<file path="config.mk">
export PLATFORM = sky130hd
export DESIGN_NAME = message_seq_ctrl
export DESIGN_NICKNAME = d
export VERILOG_FILES = /design/src/rtl/message_seq_ctrl.sv
export SDC_FILE = /design/constraint.sdc
export NUM_CORES = 1
export LEC_CHECK = 0
export ABC_AREA = 1
export CORE_MARGIN = 5
export CORE_UTILIZATION = 26
export DETAILED_ROUTE_END_ITERATION = 10
export MAX_ROUTING_LAYER = met4
export PLACE_DENSITY_LB_ADDON = 0.3
export SETUP_SLACK_MARGIN = 0.15
export SYNTH_ARGS = -nofsm -noshare
export SYNTH_HDL_FRONTEND = slang
export SYNTH_SLANG_ARGS = --single-unit
</file>
<file path="constraint.sdc">
create_clock -name clk -period 3.35 [get_ports clk]
set_clock_uncertainty 0.15 [all_clocks]
set_input_delay 0.8375 -clock clk [delete_from_list [all_inputs] [get_ports clk]]
set_output_delay 0.8375 -clock clk [all_outputs]
set_load 0.01 [all_outputs]
</file>
<file path="src/rtl/message_seq_ctrl.sv">
// Timing sequencer for the multi-channel message generator.
// Walks the chip / repeat / message-bit odometer on every accepted DAC sample.
// Sequences start (immediate or aligned to a UTC second edge), graceful stop at a
// frame boundary, and immediate abort. Also emits the bit and frame markers.
module message_seq_ctrl #(
    parameter int PCODE_LEN     = 40920,
    parameter int PCODE_REPEATS = 10,
    parameter int MESSAGE_LEN   = 120,
    parameter int CHIP_DIV      = 1,
    parameter int FRAME_CNT_W   = 16
) (
    input  logic                           clk,
    input  logic                           rst_n,
    input  logic                           run_req,
    input  logic                           start_align,
    input  logic                           abort,
    input  logic                           sample_en,
    input  logic                           sys_time_sync_done,
    input  logic [5:0]                     sys_utc_time_second,
    output logic [$clog2(PCODE_LEN)-1:0]   pcode_addr,
    output logic [$clog2(MESSAGE_LEN)-1:0] msg_addr,
    output logic                           dac_valid,
    output logic                           bit_start,
    output logic                           frame_start,
    output logic                           frame_end,
    output logic                           busy,
    output logic [1:0]                     state,
    output logic [FRAME_CNT_W-1:0]         frame_count
);

    localparam int PA_W  = $clog2(PCODE_LEN);
    localparam int MA_W  = $clog2(MESSAGE_LEN);
    localparam int DIV_W = (CHIP_DIV > 1) ? $clog2(CHIP_DIV) : 1;
    localparam int REP_W = (PCODE_REPEATS > 1) ? $clog2(PCODE_REPEATS) : 1;

    localparam logic [DIV_W-1:0] DIV_MAX = DIV_W'(CHIP_DIV - 1);
    localparam logic [PA_W-1:0]  PC_MAX  = PA_W'(PCODE_LEN - 1);
    localparam logic [REP_W-1:0] REP_MAX = REP_W'(PCODE_REPEATS - 1);
    localparam logic [MA_W-1:0]  MSG_MAX = MA_W'(MESSAGE_LEN - 1);

    typedef enum logic [1:0] {
        ST_IDLE     = 2'd0,
        ST_ARMED    = 2'd1,
        ST_RUN      = 2'd2,
        ST_STOPPING = 2'd3
    } state_t;

    state_t                 r_state;
    logic [DIV_W-1:0]       r_div_cnt;
    logic [PA_W-1:0]        r_pcode_addr;
    logic [REP_W-1:0]       r_rep_cnt;
    logic [MA_W-1:0]        r_msg_addr;
    logic [FRAME_CNT_W-1:0] r_frame_count;
    logic [5:0]             r_sec_prev;
    logic                   r_sec_prev_vld;

    logic                   w_active;
    logic                   w_dac_valid;
    logic                   w_div_max;
    logic                   w_pc_max;
    logic                   w_rep_max;
    logic                   w_msg_max;
    logic                   w_bit_start;
    logic                   w_frame_end;
    logic                   w_sec_tick;
    logic [DIV_W-1:0]       w_div_next;
    logic [PA_W-1:0]        w_pcode_next;
    logic [REP_W-1:0]       w_rep_next;
    logic [MA_W-1:0]        w_msg_next;

    // Samples are only consumed while transmitting; abort kills the current slot.
    assign w_active    = (r_state == ST_RUN) || (r_state == ST_STOPPING);
    assign w_dac_valid = w_active && sample_en && !abort;

    assign w_div_max = (r_div_cnt == DIV_MAX);
    assign w_pc_max  = (r_pcode_addr == PC_MAX);
    assign w_rep_max = (r_rep_cnt == REP_MAX);
    assign w_msg_max = (r_msg_addr == MSG_MAX);

    assign w_bit_start = w_dac_valid && (r_div_cnt == '0) && (r_pcode_addr == '0) && (r_rep_cnt == '0);
    assign w_frame_end = w_dac_valid && w_div_max && w_pc_max && w_rep_max && w_msg_max;
    assign w_sec_tick  = r_sec_prev_vld && (sys_utc_time_second != r_sec_prev);

    // Odometer next-position: each stage steps only when every lower stage wraps.
    always_comb begin
        w_div_next   = w_div_max ? '0 : r_div_cnt + 1'b1;
        w_pcode_next = r_pcode_addr;
        w_rep_next   = r_rep_cnt;
        w_msg_next   = r_msg_addr;
        if (w_div_max) begin
            w_pcode_next = w_pc_max ? '0 : r_pcode_addr + 1'b1;
            if (w_pc_max) begin
                w_rep_next = w_rep_max ? '0 : r_rep_cnt + 1'b1;
                if (w_rep_max) begin
                    w_msg_next = w_msg_max ? '0 : r_msg_addr + 1'b1;
                end
            end
        end
    end

    // Track the previous UTC second so a change can be seen as a second edge.
    always_ff @(posedge clk or negedge rst_n) begin
        if (!rst_n) begin
            r_sec_prev     <= '0;
            r_sec_prev_vld <= 1'b0;
        end else begin
            r_sec_prev     <= sys_utc_time_second;
            r_sec_prev_vld <= 1'b1;
        end
    end

    // Sequencer FSM with position counters and completed-frame counter.
    always_ff @(posedge clk or negedge rst_n) begin
        if (!rst_n) begin
            r_state       <= ST_IDLE;
            r_div_cnt     <= '0;
            r_pcode_addr  <= '0;
            r_rep_cnt     <= '0;
            r_msg_addr    <= '0;
            r_frame_count <= '0;
        end else begin
            if (w_frame_end) begin
                r_frame_count <= r_frame_count + 1'b1;
            end
            if (w_dac_valid) begin
                r_div_cnt    <= w_div_next;
                r_pcode_addr <= w_pcode_next;
                r_rep_cnt    <= w_rep_next;
                r_msg_addr   <= w_msg_next;
            end
            case (r_state)
                ST_IDLE: begin
                    if (run_req && !abort) begin
                        r_state <= start_align ? ST_ARMED : ST_RUN;
                    end
                end
                ST_ARMED: begin
                    if (abort || !run_req) begin
                        r_state <= ST_IDLE;
                    end else if (sys_time_sync_done && w_sec_tick) begin
                        r_state <= ST_RUN;
                    end
                end
                ST_RUN: begin
                    if (abort) begin
                        r_state      <= ST_IDLE;
                        r_div_cnt    <= '0;
                        r_pcode_addr <= '0;
                        r_rep_cnt    <= '0;
                        r_msg_addr   <= '0;
                    end else if (!run_req) begin
                        r_state <= ST_STOPPING;
                    end
                end
                ST_STOPPING: begin
                    // Re-request wins over the frame boundary; counters wrap naturally.
                    if (abort || (!run_req && w_frame_end)) begin
                        r_state      <= ST_IDLE;
                        r_div_cnt    <= '0;
                        r_pcode_addr <= '0;
                        r_rep_cnt    <= '0;
                        r_msg_addr   <= '0;
                    end else if (run_req) begin
                        r_state <= ST_RUN;
                    end
                end
                default: begin
                    r_state <= ST_IDLE;
                end
            endcase
        end
    end

    assign pcode_addr  = r_pcode_addr;
    assign msg_addr    = r_msg_addr;
    assign dac_valid   = w_dac_valid;
    assign bit_start   = w_bit_start;
    assign frame_start = w_bit_start && (r_msg_addr == '0);
    assign frame_end   = w_frame_end;
    assign busy        = (r_state != ST_IDLE);
    assign state       = r_state;
    assign frame_count = r_frame_count;

endmodule

</file>
==> key figures, run 1 <==
Logic synthesis
  • Unique masters post-synth: 32
  • Share of the synthesized area in the top cell type: 40.68%
  • Top post-synthesis cells by area: dfrtp_1, nand2_1, nor2_1, inv_1, xor2_1
  • Number of enable flip-flop cells after synthesis: 0
  • Top cell type by total area after synthesis: dfrtp_1
  • Avg Cell Area, Syn: 7.690 µm²
  • Gate count of the mapped netlist: 424
  • Mapped Area: 3261 µm²
  • Synthesized net count: 445
  • Number of synthesized register bits: 53
  • Main flop type after synthesis: dfrtp_1
  • Register area share after synthesis: 40.68%
  • Yosys warns: 0
  • Post-synth ARST share: 100.0%

Finish
  • Fin area: 4320 µm²
  • ANT cells: 0
  • Layout cells sized above 1: 10.82%
  • Layout Nets: 519
  • Fillers: 1,306
  • Post-layout util: 34.66%
  • Layout area overhead: 32.50%

Power and ir drop
  • Internal: 1.229 mW
  • P_sw: 0.4826 mW
  • P_leak: 2.003 nW
  • Switching share of total power: 28.20%
  • Total power: 1.711 mW
  • Worst vdd ir: 258.5 µV
  • Part of the power in registers: 40.9%
  • Power Dens Cells: 396.1 nW/µm²
  • Part of the power in the clock network: 39.3%
  • Comb pwr share: 19.8%

Timing
  • Fmax: 323.6 MHz
  • Period utilization: 92.26%
  • Least-Margin Pin Slew: 638.2 ps
  • Slew headroom: 57.46%
  • RSZ-0062 raised after global routing: no
  • Minimum clock period: 3091 ps
  • Setup Viol. Count Final: 0
  • Final Hold Vio Count: 0
  • Max-slew violations: 0
  • TNS Setup: 0 ps

Clock network
  • Clock latency on the worst-skew pair: 300 ps
  • # Post-CTS Setup Buffers: 0
  • CTS tree: done
  • CTS Buffer Depth: 2
  • Register clock-pin slew on the reported worst setup and hold paths: 70 ps
  • Sink Count: 53
  • Cts bufs inserted: 5
  • # hold bufs at CTS: 0
  • Clk root buf: clkbuf_16
  • H-tree Lvls: 2

Critical path
  • Worst-path cell chain: clkdlybuf4s50_1 -> nand3_4 -> nor2_8 -> buf_8 -> nand3_4 -> clkinv_2 -> clkdlybuf4s15_1
  • Reg2reg end: pcode_addr[15]
  • Setup crit end kind: primary output
  • Slowest CP cell: clkdlybuf4s50_1
  • CP Buf/Inv Count: 4
  • CP max FO: 9
  • CP dominant cell by count: nand3_4
  • FF-to-FF setup slack: 1090 ps
  • Critical path startpoint category: primary input
  • Family with the most delay on the worst path: buffers and inverters
  • Crit path required time: 2360 ps
  • R2R cell count: 11
  • CP Data Arrival Time: 2100 ps
  • Slowest stage delay, CP: 500 ps
  • CP Class: in2out
  • Reg2reg start: r_rep_cnt[1]

Detailed routing
  • Post-route ant nets: 0
  • Remaining DRCs: 0
  • Iter 0 DRT Violations: 103
  • DR vias: 2,899
  • Via density: 4.320
  • DRT Pass-1 Iters: 4
  • Wirelength per Cell: 12.76 µm
  • Wirelength, routed: 8.562 mm

Place
  • Final Wtd Congestion: 0.9430
  • Hpwl dp: 6.687 mm
  • PortBufs: 58
  • Area after DPL: 4128 µm²

Global routing
  • Met1 Usage GRT: 16.77%
  • GRT overflow: 0
  • Gr usage total: 12.70%
  • First-pass GRT wire length: 14.79 mm
  • Initial antenna violation count: 0
  • Largest net degree at the start of global routing: 29
  • Global routing met3 resource utilization: 2.507%
  • M2 GR Usage: 19.82%
  • GR peak layer: met2
  • Vias in the first global route: 3,088

Min path
  • Hold path cells: 1
  • Worst hold endpoint: frame_count[7]
  • Worst Hold Launch: frame_count[7]
  • Type of the tightest min-delay check: reg2reg

Floorplanning
  • Starting Density: 26.16%
  • Die Width: 122.0 µm
  • Num rows: 41
  • DIE AREA: 14,880 µm²
  • Core area: 12,470 µm²
  • Die Y: 122.0 µm
  • I/O pin cnt: 59

Outcome
  • Status: complete, no violations

Flow run
  • Max_cap viols: 0
==> routing by layer <==
metal / part of all wire, % / wire (µm)
met5: 0 / 0
met4: 1.4 / 119
met3: 4.8 / 407
met2: 46 / 3917
met1: 48 / 4118
==> metrics by stage <==
stage / std cells / hold slack [ps] / setup WS [ps]
after global routing: 671 / 412.4 / 172.0
after global placement: 663 / 356.7 / -152.6
final: 671 / 376.0 / 259.4
after floorplan: 424 / 388.5 / 600.0
after detailed placement: 663 / 360.2 / -225.6
after CTS: 671 / 377.3 / 86.01
==> worst max path at each step <==
stage	start	to	slack, ps	cells after the start
final	sample_en	frame_end	260	7
after global routing	abort	frame_end	170	8
after CTS	abort	frame_start	90	7
after detailed placement	abort	frame_start	-230	7
after floorplan	abort	frame_start	600	5
after global placement	abort	frame_start	-150	7
==> what timing repair did <==
item,4_1_cts,5_1_grt
setup endpoints to repair,4,3
endpoints found under the hold margin,0,0
resized for setup,6,8
==> flip-flops by register name (all words and copies together) (netlist names) <==
name	cells
r_div_cnt	1
r_sec_prev	6
state	2
frame_count	16
r_rep_cnt	4
pcode_addr	16
msg_addr	7
r_sec_prev_vld	1
==> cells by family (layout without fill, tap and decap cells) <==
| family | Yosys count | count (layout) | synth area share, % |
|---|---|---|---|
| other cells | 1 | 1 | 0.1150 |
| flops | 53 | 53 | 40.68 |
| xor+xnor | 30 | 30 | 8.289 |
| compound gates | 21 | 21 | 3.377 |
| simple gates | 249 | 249 | 37.07 |
| fa+ha+maj | 8 | 8 | 3.070 |
| buf+inv | 62 | 137 | 7.406 |
==> layout by cell type (no fill, tap or decap), types with 2 or more instances in the layout <==
cell type | Yosys | final
a21oi_1 | 3 | 3
buf_4 | 0 | 8
bufinv_16 | 0 | 2
clkbuf_16 | 0 | 5
clkbuf_2 | 0 | 2
clkdlybuf4s50_1 | 0 | 53
clkinv_2 | 1 | 2
dfrtp_1 | 53 | 53
ha_1 | 8 | 8
inv_1 | 57 | 56
inv_2 | 3 | 4
nand2_1 | 93 | 93
nand2_2 | 7 | 7
nand3_1 | 31 | 31
nand3_2 | 4 | 4
nand3_4 | 2 | 2
nand3b_1 | 3 | 3
nand4_1 | 9 | 9
nor2_1 | 70 | 70
nor2_2 | 2 | 2
nor2_4 | 5 | 5
nor2_8 | 2 | 2
nor3_1 | 13 | 13
nor4_1 | 4 | 3
o21ai_0 | 14 | 14
o21ai_1 | 2 | 2
xnor2_1 | 6 | 6
xor2_1 | 23 | 23
==> synth_stat cells (2+ instances only) <==
master / n
nand3_1: 31
nand2_2: 7
inv_1: 57
nor2_4: 5
ha_1: 8
o21ai_0: 14
nand3b_1: 3
xor2_1: 23
nor2_8: 2
o21ai_1: 2
nor4_1: 4
inv_2: 3
nand2_1: 93
nor2_2: 2
a21oi_1: 3
dfrtp_1: 53
nand3_2: 4
nor3_1: 13
xnor2_1: 6
nand4_1: 9
nand3_4: 2
nor2_1: 70
==> power by group through the flow <==
stage	Clock [mW]	Combinational [mW]	Sequential, mW
after floorplan	0	0.177	0.713
after global placement	0	0.338	0.715
after detailed placement	0	0.344	0.714
after CTS	0.700	0.344	0.701
after global routing	0.716	0.388	0.706
final	0.673	0.338	0.701
==> cell type report <==
cell class | instances | area (µm²) | area share [%]
Multi-Input combinational cell | 309 | 1699 | 39.33
Sequential cell | 53 | 1326 | 30.70
Timing Repair Buffer | 68 | 659.4 | 15.26
Inverter | 61 | 230.2 | 5.329
Tap cell | 172 | 215.2 | 4.981
Clock buffer | 5 | 125.1 | 2.896
Clock inverter | 3 | 65.06 | 1.506
No activity file was read; power rests on OpenSTA's default activity.
==> inputs of run 2 (changes only) <==
--- a/config.mk
+++ b/config.mk
@@ -9,6 +9,7 @@
 export CORE_MARGIN = 5
 export CORE_UTILIZATION = 26
 export DETAILED_ROUTE_END_ITERATION = 10
+export DONT_BUFFER_PORTS = 1
 export MAX_ROUTING_LAYER = met4
 export PLACE_DENSITY_LB_ADDON = 0.3
 export SETUP_SLACK_MARGIN = 0.15
==> run 2 against run 1 <==
Net effect:
- cell count down 10%
- clock power decreased by 26%
- wire length is 3.7% lower
- maximum frequency grew 7.7%
- first-iteration DRC count grew 47%
- sequential cell count unchanged
- register-to-register slack worse by 160 ps
- non-clock buffer count decreased by 67
- core utilization fell by 5.8 points
- sequential share of layout area up 6.1 points
- critical path depth down 1
- critical path type unchanged
- largest cell class unchanged
==> key figures, run 2 (synthesis results as in run 1) <==
Detailed routing
  • Iter 0 DRT Violations: 151 (+47%)
  • DRT Pass-1 Iters: 4 (unchanged)
  • Wirelength per Cell: 13.70 µm (+7.3%)
  • Wirelength, routed: 8.246 mm (-3.7%)
  • Via density: 4.498 (+4.1%)
  • Post-route ant nets: 0 (unchanged)
  • Remaining DRCs: 0 (unchanged)
  • DR vias: 2,708 (-6.6%)

Power and ir drop
  • Switching share of total power: 30.65% (+2.4 points)
  • Comb pwr share: 15.2% (-4.6 points)
  • Internal: 0.9948 mW (-19%)
  • Power Dens Cells: 398.2 nW/µm² (+0.52%)
  • P_sw: 0.4396 mW (-8.9%)
  • Part of the power in registers: 50.0% (+9.1 points)
  • Part of the power in the clock network: 34.8% (-4.5 points)
  • P_leak: 1.712 nW (-15%)
  • Worst vdd ir: 161.2 µV (-38%)

Critical path
  • CP max FO: 10 (+1)
  • CP Buf/Inv Count: 3 (-1)
  • Critical path startpoint category: primary input
  • Worst-path cell chain: inv_1 -> nand3_4 -> nor2_8 -> inv_2 -> nor4_1 -> buf_4
  • Setup crit end kind: primary output
  • Slowest stage delay, CP: 310 ps (-190 ps)
  • CP Class: in2out
  • Crit path required time: 2360 ps (about the same)
  • Family with the most delay on the worst path: simple AND/OR/NAND/NOR gates
  • CP Data Arrival Time: 1880 ps (-220 ps)
  • Slowest CP cell: nor4_1

Clock network
  • Clk root buf: clkbuf_16
  • Sink Count: 53 (unchanged)
  • # hold bufs at CTS: 0 (unchanged)
  • # resized after CTS: 0 (-6)
  • CTS Buffer Depth: 2 (unchanged)
  • CTS tree: done
  • H-tree Lvls: 2 (unchanged)
  • # Post-CTS Setup Buffers: 0 (unchanged)
  • Clock latency on the worst-skew pair: 290 ps (about the same)
  • Cts bufs inserted: 5 (unchanged)
  • Register clock-pin slew on the reported worst setup and hold paths: 70 ps (about the same)

Timing
  • Final Hold Vio Count: 0 (unchanged)
  • Slew headroom: 66.82% (+9.4 points)
  • Fmax: 348.6 MHz (+7.7%)
  • Period utilization: 85.64% (-6.6 points)
  • Setup Viol. Count Final: 0 (unchanged)
  • Max-slew violations: 0 (unchanged)
  • Worst hold margin: 81.48 ps (-294.5 ps)
  • TNS Setup: 0 ps (unchanged)
  • RSZ-0062 raised after global routing: no
  • Minimum clock period: 2869 ps (-221.7 ps)
  • Least-Margin Pin Slew: 493.2 ps (-145.0 ps)

Global routing
  • GRT overflow: 0 (unchanged)
  • First-pass GRT wire length: 13.75 mm (-7.0%)
  • Gr usage total: 12.09% (-0.61 points)
  • Initial antenna violation count: 0 (unchanged)
  • Largest net degree at the start of global routing: 54 (+86%)
  • Vias in the first global route: 2,669 (-14%)

Outcome
  • Status: complete, no violations

Finish
  • Layout cells sized above 1: 8.837% (-2.0 points)
  • Layout Nets: 452 (-13%)
  • Leading cell type in the layout, fill and taps excluded: nand2_1
  • Most frequent cells in the layout: nand2_1, nor2_1, inv_1
  • ANT cells: 0 (unchanged)
  • Non-Filler Instances: 602 (-10%)
  • Layout area overhead: 10.48%
  • Fillers: 1,352 (+3.5%)
  • Post-layout util: 28.90% (-5.8 points)

Floorplanning
  • Die Y: 122.0 µm (unchanged)
  • Core area: 12,470 µm² (unchanged)
  • DIE AREA: 14,880 µm² (unchanged)
  • Starting Density: 26.16% (unchanged)
  • Die Width: 122.0 µm (unchanged)
  • I/O pin cnt: 59 (unchanged)
  • Num rows: 41 (unchanged)

Place
  • PortBufs: 0 (-100%)
  • DP Cell Count: 596 (-10%)
  • Hpwl dp: 6.286 mm (-6.0%)
  • Final Wtd Congestion: 0.8470 (-10%)

Flow run
  • Max_cap viols: 0 (unchanged)

Min path
  • Type of the tightest min-delay check: in2async
[run 2: cell count changes in the layout (fill, tap and decap cells not counted)]
cell and change:
clkdlybuf4s50_1 -53, inv_1 +1, inv_2 -1, buf_8 -1
buf_12 -1, clkbuf_2 -2, nor4_2 -1, buf_4 -7
nor4_1 +1, buf_2 -1, bufinv_16 -2, clkdlybuf4s15_1 -1
dlygate4sd2_1 -1
[run 2: path summary, 6_finish.rpt]
| path | start | endpoint | slack [ps] | cells past startpoint |
|---|---|---|---|---|
| worst max-delay path | abort | frame_start | 480 | 6 |
| worst min-delay path | rst_n | pcode_addr[7] | 80 | 0 |
| worst max register to register | msg_addr[0] | pcode_addr[15] | 930 | 10 |
| worst min register to register | frame_count[7] | frame_count[7] | 440 | 1 |
| max in group asynchronous | rst_n | frame_count[0] | 2860 | 0 |
| min in group clk | sys_utc_time_second[4] | r_sec_prev[4] | 420 | 0 |
[run 2: power by group through the flow]
stage / clock network (mW) / registers, mW / logic, mW
finish: 0.500 / 0.717 / 0.218
CTS: 0.523 / 0.719 / 0.222
global route: 0.546 / 0.725 / 0.259
global placement: 0 / 0.732 / 0.217
floorplan: 0 / 0.713 / 0.177
detailed placement: 0 / 0.732 / 0.220
[run 2: layout make-up]
class                      instances  area, µm²  area share, %
multi-input combinational        309       1693          47.00
timing repair buffer               1      7.507         0.2084
sequential                        53       1326          36.82
tap                              172      215.2          5.974
clock buffer                       5      125.1          3.473
inverter                          61      230.2          6.391
clock inverter                     1      5.005         0.1389
[run 2: layer usage]
| metal | up-vias | part of all wire (%) | GRT usage [%] |
|---|---|---|---|
| met4 | 0 | 0.85 | 3.011 |
| li1 | 1351 | - | - |
| met3 | 5 | 9.8 | 4.596 |
| met2 | 92 | 44 | 18.37 |
| met5 | - | 0 | - |
| met1 | 1260 | 45 | 15.24 |
[run 2: per-stage QoR]
| step | instance area, µm² | worst slack (ps) | power, mW |
|---|---|---|---|
| finish | 3602 | 481.1 | 1.434 |
| floorplan | 3261 | 600.0 | 0.8899 |
| detailed placement | 3472 | 474.0 | 0.9514 |
| global placement | 3472 | 525.9 | 0.9486 |
| global route | 3602 | 336.7 | 1.530 |
| CTS | 3602 | 468.2 | 1.463 |
[run 2: worst register-to-register path, stage by stage, from the launching register on]
cell and delay [ps]:
dfrtp_1 430, ha_1 240, nand2_1 110, nor2_1 110
nand2_1 150, nor2_4 220, nand4_1 110, nand2_1 100
nand3_2 280, nand2_2 320, nor2_1 80
==> inputs of run 3 (changes only) <==
--- a/config.mk
+++ b/config.mk
@@ -6,6 +6,7 @@
 export NUM_CORES = 1
 export LEC_CHECK = 0
 export ABC_AREA = 1
+export CORE_ASPECT_RATIO = 0.6
 export CORE_MARGIN = 5
 export CORE_UTILIZATION = 26
 export DETAILED_ROUTE_END_ITERATION = 10
==> constraint.sdc (replaced) <==
create_clock -name clk -period 3.35 [get_ports clk]
set_clock_uncertainty 0.15 [all_clocks]
set_input_delay 0.8375 -clock clk [delete_from_list [all_inputs] [get_ports clk]]
set_output_delay 0.8375 -clock clk [all_outputs]
set_load 0.05 [all_outputs]
==> run 3 against run 2 <==
Net effect:
- clock power up 21%
- clock-buffer cell count up 1
- combinational power grew 63%
- largest power group unchanged
- sequential power down 0.8%
==> key figures, run 3 (synthesis results as in run 1) <==
Outcome
  • Status: complete, no violations

Detailed routing
  • Iter 0 DRT Violations: 229 (+52%)
  • Wirelength, routed: 8.880 mm (+7.7%)
  • Via density: 4.492 (-0.14%)
  • Remaining DRCs: 0 (unchanged)
  • Wirelength per Cell: 14.42 µm (+5.2%)
  • Post-route ant nets: 0 (unchanged)
  • DR vias: 2,767 (+2.2%)
  • DRT Pass-1 Iters: 5 (+1)

Floorplanning
  • DIE AREA: 14,950 µm² (+0.50%)
  • Starting Density: 26.77% (+0.62 points)
  • I/O pin cnt: 59 (unchanged)
  • Die Y: 96.75 µm (-21%)
  • Core area: 12,180 µm² (-2.3%)
  • Die Width: 154.6 µm (+27%)
  • Num rows: 31 (-24%)

Power and ir drop
  • Internal: 1.103 mW (+11%)
  • Part of the power in registers: 42.6% (-7.4 points)
  • Comb pwr share: 21.3% (+6.1 points)
  • P_sw: 0.5681 mW (+29%)
  • Switching share of total power: 34.00% (+3.4 points)
  • Part of the power in the clock network: 36.1% (+1.3 points)
  • P_leak: 1.832 nW (+7.0%)
  • Power Dens Cells: 441.4 nW/µm² (+11%)
  • Worst vdd ir: 287.2 µV (+78%)

Critical path
  • Critical path startpoint category: register
  • CP Class: reg2out
  • CP max FO: 6 (-4)
  • CP Data Arrival Time: 2050 ps (+170 ps)
  • FF-to-FF setup slack: 690 ps (-240 ps)
  • Crit path required time: 2360 ps (about the same)
  • Setup crit end kind: primary output

Timing
  • Final Hold Vio Count: 0 (unchanged)
  • Setup Viol. Count Final: 0 (unchanged)
  • Period utilization: 90.70% (+5.1 points)
  • Minimum clock period: 3039 ps (+169.7 ps)
  • Fmax: 329.1 MHz (-5.6%)
  • Least-Margin Pin Slew: 666.2 ps (+173.1 ps)
  • Slew headroom: 55.59% (-11 points)
  • TNS Setup: 0 ps (unchanged)
  • Max-slew violations: 0 (unchanged)
  • RSZ-0062 raised after global routing: no

Place
  • Hpwl dp: 6.950 mm (+11%)
  • PortBufs: 0 (unchanged)
  • Final Wtd Congestion: 0.9428 (+11%)

Clock network
  • Clk root buf: clkbuf_16
  • Cts bufs inserted: 5 (unchanged)
  • # resized after CTS: 0 (unchanged)
  • # Post-CTS Setup Buffers: 0 (unchanged)
  • Sink Count: 53 (unchanged)
  • Register clock-pin slew on the reported worst setup and hold paths: 70 ps (about the same)
  • CTS Buffer Depth: 2 (unchanged)
  • Clock latency on the worst-skew pair: 300 ps (about the same)
  • CTS tree: done
  • # hold bufs at CTS: 0 (unchanged)
  • H-tree Lvls: 2 (unchanged)

Global routing
  • First-pass GRT wire length: 14.48 mm (+5.3%)
  • Gr usage total: 12.33% (+0.24 points)
  • GRT overflow: 0 (unchanged)
  • Largest net degree at the start of global routing: 54 (unchanged)
  • Vias in the first global route: 2,553 (-4.3%)
  • Initial antenna violation count: 0 (unchanged)

Min path
  • Type of the tightest min-delay check: in2async

Finish
  • ANT cells: 0 (unchanged)
  • Layout cells sized above 1: 13.30% (+4.5 points)
  • Layout area overhead: 16.08%
  • Leading cell type in the layout, fill and taps excluded: nand2_1
  • Layout Nets: 471 (+4.2%)
  • Fillers: 1,316 (-2.7%)
  • Register area: 1326 µm² (unchanged)
  • Post-layout util: 31.08% (+2.2 points)
  • Most frequent cells in the layout: nand2_1, nor2_1, inv_1
  • Multi-input logic area: 1704 µm² (+0.67%)

Flow run
  • Max_cap viols: 0 (unchanged)
==> run 3: cell types whose count changed in the layout (fill, tap and decap cells not counted), sizes merged <==
cell	change
buf	+19
bufinv	+1
clkbuf	+1
==> run 3: final cells by class <==
| type | instances | area share (%) |
|---|---|---|
| Timing Repair Buffer | 20 | 3.967 |
| Tap cell | 165 | 5.455 |
| Sequential cell | 53 | 35.04 |
| Clock buffer | 6 | 3.405 |
| Clock inverter | 2 | 1.025 |
| Inverter | 61 | 6.083 |
| Multi-Input combinational cell | 309 | 45.02 |
==> run 3: power groups by stage <==
stage	combinational, mW	sequential [mW]	clock [mW]
6_report	0.356	0.711	0.603
4_1_cts	0.356	0.711	0.623
3_3_place_gp	0.352	0.723	0
5_1_grt	0.395	0.714	0.646
3_5_place_dp	0.356	0.723	0
2_1_floorplan	0.218	0.771	0
==> run 3: critical path, cell delays in order (launching register included) <==
cell and delay [ps]:
dfrtp_1 600, inv_1 190, nand2_1 60, nor2_1 220
nand2_2 100, nor2_4 200, nand3_4 140, clkinv_2 250
==> run 3: layer usage <==
metal | global-route usage [%] | vias up | routed length (µm)
met5 | - | - | 0
met3 | 6.512 | 5 | 995
li1 | - | 1397 | -
met1 | 18.71 | 1273 | 4551
met2 | 14.54 | 92 | 3310
met4 | 1.018 | 0 | 21
==> run 3: worst paths after layout <==
| check | startpoint | cells past startpoint | endpoint |
|---|---|---|---|
| setup reg to reg | pcode_addr[14] | 10 | pcode_addr[0] |
| hold reg to reg | pcode_addr[11] | 2 | pcode_addr[11] |
| hold / removal | rst_n | 0 | r_sec_prev[3] |
| max in group asynchronous | rst_n | 0 | msg_addr[4] |
| setup / recovery | pcode_addr[14] | 7 | frame_end |
| min in group clk | sys_utc_time_second[4] | 0 | r_sec_prev[4] |
==> run 3: through the flow <==
step,worst slack (ps),cells,instance area (µm²),hold slack (ps),power (mW)
floorplan,43.34,424,3272,391.9,0.9892
global placement,455.7,608,3617,393.9,1.075
detailed placement,398.1,608,3617,394.0,1.079
CTS,313.5,616,3785,66.72,1.690
global route,192.6,616,3785,63.45,1.756
finish,311.4,616,3785,80.46,1.671
